<file path="src/rtl/btn_repeat.sv">
// Debounced multi-channel push-button controller with press strobe and optional auto-repeat.
// Build option: define BTN_REPEAT_AUTOREPEAT_EN to enable hold-to-repeat pulses.
//
// state    | meaning
// ---------+-----------------------------------------------------------
// IDLE     | released, waiting for a press
// PRESS_DB | press seen, waiting DB_TICKS stable ticks to accept it
// HELD     | press accepted, counting HOLD_TICKS toward auto-repeat
// REPEAT   | auto-repeating, one pulse every RPT_TICKS ticks
// REL_DB   | release seen, waiting DB_TICKS stable ticks to accept it
module btn_repeat #(
    parameter int CHANNELS   = 2,
    parameter int TICK_DIV   = 1000,
    parameter int DB_TICKS   = 16,
    parameter int HOLD_TICKS = 500,
    parameter int RPT_TICKS  = 100
) (
    input  logic                clk,
    input  logic                rst_n,
    input  logic [CHANNELS-1:0] btn_n_in,
    output logic [CHANNELS-1:0] btn_level,
    output logic [CHANNELS-1:0] btn_pulse,
    output logic                any_held
);

    localparam int PW       = (TICK_DIV > 2) ? $clog2(TICK_DIV) : 1;
    localparam int MAX_A    = (DB_TICKS > HOLD_TICKS) ? DB_TICKS : HOLD_TICKS;
    localparam int CNT_MAX  = (MAX_A > RPT_TICKS) ? MAX_A : RPT_TICKS;
    localparam int CW       = $clog2(CNT_MAX + 1);

    typedef enum logic [2:0] {
        IDLE     = 3'd0,
        PRESS_DB = 3'd1,
        HELD     = 3'd2,
        REPEAT   = 3'd3,
        REL_DB   = 3'd4
    } state_t;

    logic [PW-1:0]       pre_cnt;
    logic                tick;
    logic [CHANNELS-1:0] sync_1;
    logic [CHANNELS-1:0] sync_2;
    logic [CHANNELS-1:0] pressed;

    assign tick = (pre_cnt == PW'(TICK_DIV - 1));

    always_ff @(posedge clk or negedge rst_n) begin
        if (!rst_n) begin
            pre_cnt <= '0;
        end else if (tick) begin
            pre_cnt <= '0;
        end else begin
            pre_cnt <= pre_cnt + 1'b1;
        end
    end

    // Synchronizers reset to the released level so a held button is re-debounced after reset.
    always_ff @(posedge clk or negedge rst_n) begin
        if (!rst_n) begin
            sync_1 <= '1;
            sync_2 <= '1;
        end else begin
            sync_1 <= btn_n_in;
            sync_2 <= sync_1;
        end
    end

    assign pressed = ~sync_2;

    for (genvar i = 0; i < CHANNELS; i++) begin : g_ch
        state_t        state;
        logic [CW-1:0] cnt;
        logic [CW-1:0] cnt_inc;
        logic          level_r;
        logic          pulse_r;
        logic          db_hit;
        logic          rpt_hit;

        // Counter stops at all-ones so a long HELD without auto-repeat never wraps.
        assign cnt_inc = (cnt == {CW{1'b1}}) ? cnt : cnt + 1'b1;
        assign db_hit  = (cnt == CW'(DB_TICKS - 1));
        assign rpt_hit = (cnt == CW'(RPT_TICKS - 1));
`ifdef BTN_REPEAT_AUTOREPEAT_EN
        logic hold_hit;
        assign hold_hit = (cnt == CW'(HOLD_TICKS - 1));
`endif

        always_ff @(posedge clk or negedge rst_n) begin
            if (!rst_n) begin
                state   <= IDLE;
                cnt     <= '0;
                level_r <= 1'b0;
                pulse_r <= 1'b0;
            end else begin
                pulse_r <= 1'b0;
                case (state)
                    IDLE: begin
                        cnt <= '0;
                        if (pressed[i]) begin
                            state <= PRESS_DB;
                        end
                    end
                    PRESS_DB: begin
                        if (!pressed[i]) begin
                            state <= IDLE;
                            cnt   <= '0;
                        end else if (tick) begin
                            if (db_hit) begin
                                state   <= HELD;
                                cnt     <= '0;
                                level_r <= 1'b1;
                                pulse_r <= 1'b1;
                            end else begin
                                cnt <= cnt_inc;
                            end
                        end
                    end
                    HELD: begin
                        if (!pressed[i]) begin
                            state <= REL_DB;
                            cnt   <= '0;
                        end else if (tick) begin
`ifdef BTN_REPEAT_AUTOREPEAT_EN
                            if (hold_hit) begin
                                state   <= REPEAT;
                                cnt     <= '0;
                                pulse_r <= 1'b1;
                            end else begin
                                cnt <= cnt_inc;
                            end
`else
                            cnt <= cnt_inc;
`endif
                        end
                    end
                    REPEAT: begin
                        if (!pressed[i]) begin
                            state <= REL_DB;
                            cnt   <= '0;
                        end else if (tick) begin
                            if (rpt_hit) begin
                                cnt     <= '0;
                                pulse_r <= 1'b1;
                            end else begin
                                cnt <= cnt_inc;
                            end
                        end
                    end
                    REL_DB: begin
                        if (pressed[i]) begin
                            state <= HELD;
                            cnt   <= '0;
                        end else if (tick) begin
                            if (db_hit) begin
                                state   <= IDLE;
                                cnt     <= '0;
                                level_r <= 1'b0;
                            end else begin
                                cnt <= cnt_inc;
                            end
                        end
                    end
                    default: begin
                        state   <= IDLE;
                        cnt     <= '0;
                        level_r <= 1'b0;
                    end
                endcase
            end
        end

        assign btn_level[i] = level_r;
        assign btn_pulse[i] = pulse_r;
    end

    assign any_held = |btn_level;

endmodule
</file>
<file path="config.mk">
export PLATFORM = sky130hd
export DESIGN_NAME = btn_repeat
export DESIGN_NICKNAME = d
export VERILOG_FILES = /design/src/rtl/btn_repeat.sv
export SDC_FILE = /design/constraint.sdc
export NUM_CORES = 1
export LEC_CHECK = 0
export CORE_AREA = 2 2 70 72
export DETAILED_ROUTE_END_ITERATION = 8
export DIE_AREA = 0 0 72 74
export HOLD_SLACK_MARGIN = 0.15
export PLACE_DENSITY_LB_ADDON = 0.15
export SLEW_MARGIN = 40
export SYNTH_ARGS = -nofsm -noshare
export SYNTH_HDL_FRONTEND = slang
export SYNTH_SLANG_ARGS = --single-unit
</file>
<file path="constraint.sdc">
create_clock -name clk -period 2 [get_ports clk]
set_input_delay 0.4 -clock clk [delete_from_list [all_inputs] [get_ports clk]]
set_output_delay 0.4 -clock clk [all_outputs]
set_load 0.03 [all_outputs]
</file>
==> results_dict.tcl <==
set metrics [dict create \
    cts_sinks 42 \
    path_cells "ha_1, nand3b_1, nor4_4, buf_4, a211o_1, a221oi_2, a21oi_2, a311oi_1" \
    fp.dieH_um 74 \
    cts.clk_slew.worst_paths_ns 0.08 \
    max_slew_margin 0.615 \
    powerDensity_nw_per_um2 503 \
    path_class "reg2reg" \
    synth_top_area_share 0.401 \
    finalSetupViolations 1 \
    synth_area_leader_cell "dfrtp_1" \
    ys_ff_latch 42 \
    nets 317 \
    synth_edf_count 0 \
    syn_avg_cell_area_um2 8.92 \
    ys_dominant_reg_cell "dfrtp_1" \
    hold_start "sync_1[1]" \
    ir_drop_v 0.000425 \
    arrival_ns 2.19 \
    r2r_setup_slack_ns -0.003 \
    dr.pass1.iters 4 \
    skew_ns 0.00788 \
    final_core_util 0.652 \
    hp-class "reg2reg" \
    rsz0062_at_grt "yes" \
    layout_setup_ws_ns -0.00289 \
    overflow 0 \
    clk_path_buf_depth 2 \
    grt_pass1_vias 1952 \
    max_stage_delay_ns 0.38 \
    failed_checks "setup timing" \
    critPathLaunchType "flop" \
    hold_depth 0 \
    drc_errors 0 \
    synth_warnings 0 \
    drive_gt1_frac 0.270 \
    r2r.worst_path.cells 8 \
    post_drt_via_cell_ratio 5.81 \
    ant_nets 0 \
    crit_slowest_cell "dfrtp_1" \
    die_w_um 72 \
    p_leak_nw 1.26 \
    required_ns 2.19 \
    cp_max_fo 7 \
    numCtsBuffers 5 \
    clock_latency_ns 0.30 \
    pre_cts_slack_ns -0.0716 \
    grt_pass1_wl_mm 8.97 \
    status "finished with violations" \
    synth_area_um2 2370 \
    min_period_ns 2.00 \
    crit_family "compound AO/OA/AOI/OAI gates" \
    antenna-diode-count 0 \
    hpwl_mm 3.65 \
    reg2reg_from "pre_cnt[0]" \
    gp_congestion 0.850 \
    timing.fmax_mhz 499 \
    drv_cap 0 \
    synth-async-reset-ratio 1.00 \
    synthToLayoutAreaGrowth_pct 26.4 \
    holdPathEnd "sync_2[1]" \
    n_fill_cell 391 \
    tightest_slew_ns 0.576 \
    num_rows 25 \
    initial_utilization 0.516 \
    ios 9 \
    core_area_um2 4600 \
    grt_max_degree 43 \
    grt_usage 0.217 \
    via_count 2121 \
    cp-end-kind "flop" \
    path_buf_inv 1 \
    syn_nets 273 \
    yosys-top-cells-area "dfrtp_1 (40%), nor2_1 (5.2%), dfstp_2 (4.4%)" \
    wl_mm 5.43 \
    drv_slew 0 \
    cts_tree "built" \
    antenna_found_initial 0 \
    dieArea_um2 5330 \
    synth.distinct_cells 57 \
    drt_iter0_drc 206 \
    synth_cells 266 \
    cts_root_buf "clkbuf_8" \
    yosysSeqAreaShare 0.445 \
    hold_viol 0 \
    min_period_over_period 1.00 \
    r2r_end "g_ch[0].cnt[6]" \
    drt-wirelength-per-cell_um 14.9 \
    cts-htree-levels 2 \
    port_buffers 8 \
]
routing by layer:
layer | routed length (um) | GRT usage
met1 | 2590 | 0.294
met2 | 2470 | 0.334
met3 | 234 | 0.0366
met4 | 138 | 0.117
met5 | 0 | 0
cell families (layout without fill, tap and decap cells):
group           count (synthesis)  after routing  share of synthesized area
simple gates                  120            120                      0.253
buf+inv                        23             68                     0.0485
xor+xnor                       12             12                     0.0443
compound gates                 65             65                      0.189
mux                             1              1                    0.00422
fa+ha+maj                       3              3                     0.0158
flops                          42             42                      0.445
through the flow:
stage	power, mW	instance area, um2	TNS [ns]	std cells	hold slack [ns]
after floorplan	0.914	2380	0	266	0.104
after global placement	0.950	2740	-0.315	351	0.346
after detailed placement	0.950	2740	-0.365	351	0.347
after CTS	1.52	2890	0	360	0.358
after global routing	1.57	3000	-0.878	365	0.361
final	1.51	3000	-0.00289	365	0.357
cell usage after synthesis, types with 4 or more instances:
cell	number
a21oi_1	14
a21oi_2	4
a31oi_1	4
and2_1	5
buf_4	5
clkbuf_1	7
dfrtp_1	38
dfstp_2	4
inv_1	8
nand2_1	28
nand3_1	16
nor2_1	33
nor3_1	6
nor4_1	6
o21ai_0	9
o21ai_1	7
or3_1	4
xnor2_1	6
xor2_1	6
worst reg2reg max path, delay by kind of cell (launching register included):
family | cells | cell delay [ns]
AOI/OAI and AO/OA | 4 | 0.92
adders and majority gates | 1 | 0.21
DFF | 1 | 0.38
buffers and inverters | 1 | 0.16
and+or+nand+nor | 2 | 0.22
area by class of cell:
| type | count | area [um2] | area share |
|---|---|---|---|
| Tap cell | 54 | 67.6 | 0.0225 |
| Timing Repair Buffer | 52 | 430 | 0.144 |
| Inverter | 8 | 30.0 | 0.0100 |
| Sequential cell | 42 | 1060 | 0.352 |
| Multi-Input combinational cell | 201 | 1320 | 0.441 |
| Clock inverter | 1 | 5.00 | 0.00167 |
| Clock buffer | 7 | 86.3 | 0.0288 |
power breakdown:
part           total [mW]  switching, mW  leakage, nW  internal (mW)
logic              0.0734         0.0444        0.654         0.0291
clock network       0.568          0.289       0.0482          0.279
registers           0.867        0.00867        0.554          0.858
how the worst max path moves through the flow:
stage                               from               to  slack [ns]  depth (start not counted)
after global placement        pre_cnt[0]  g_ch[1].level_r       -0.07                          8
after global routing          pre_cnt[0]  g_ch[1].level_r       -0.11                          8
final                         pre_cnt[0]   g_ch[0].cnt[6]      -0.003                          8
after floorplan           g_ch[0].cnt[0]   g_ch[0].cnt[0]       0.003                          7
after CTS                     pre_cnt[3]   g_ch[0].cnt[8]       0.001                          8
after detailed placement      pre_cnt[3]  g_ch[1].level_r       -0.07                          7
state kept, by name, indices dropped and copies added, names as in the netlist:
register,flops
g_ch.cnt,18
g_ch.level_r,2
g_ch.pulse_r,2
g_ch.state,6
pre_cnt,10
sync_1,2
sync_2,2
what timing repair did:
item	in CTS	in global routing
gates resized for setup	11	17
buffers inserted	0	5
hold endpoints to repair	38	0
setup endpoints to repair	17	21
hold buffers	1	0
pin swaps	3	7
cell usage in the layout, fill, tap and decap left out, types with 4 or more instances in the layout:
cell type | Yosys | routed
buf_4 | 5 | 40
dfrtp_1 | 38 | 38
nor2_1 | 33 | 31
nand2_1 | 28 | 27
nand3_1 | 16 | 16
a21oi_1 | 14 | 11
o21ai_1 | 7 | 9
inv_1 | 8 | 8
a21oi_2 | 4 | 7
xnor2_1 | 6 | 6
xor2_1 | 6 | 6
o21ai_0 | 9 | 6
clkbuf_8 | 0 | 6
clkdlybuf4s50_1 | 0 | 6
nor3_1 | 6 | 5
and2_1 | 5 | 5
nor4_1 | 6 | 4
a31oi_1 | 4 | 4
dfstp_2 | 4 | 4
(Power assumes the default switching activity.)
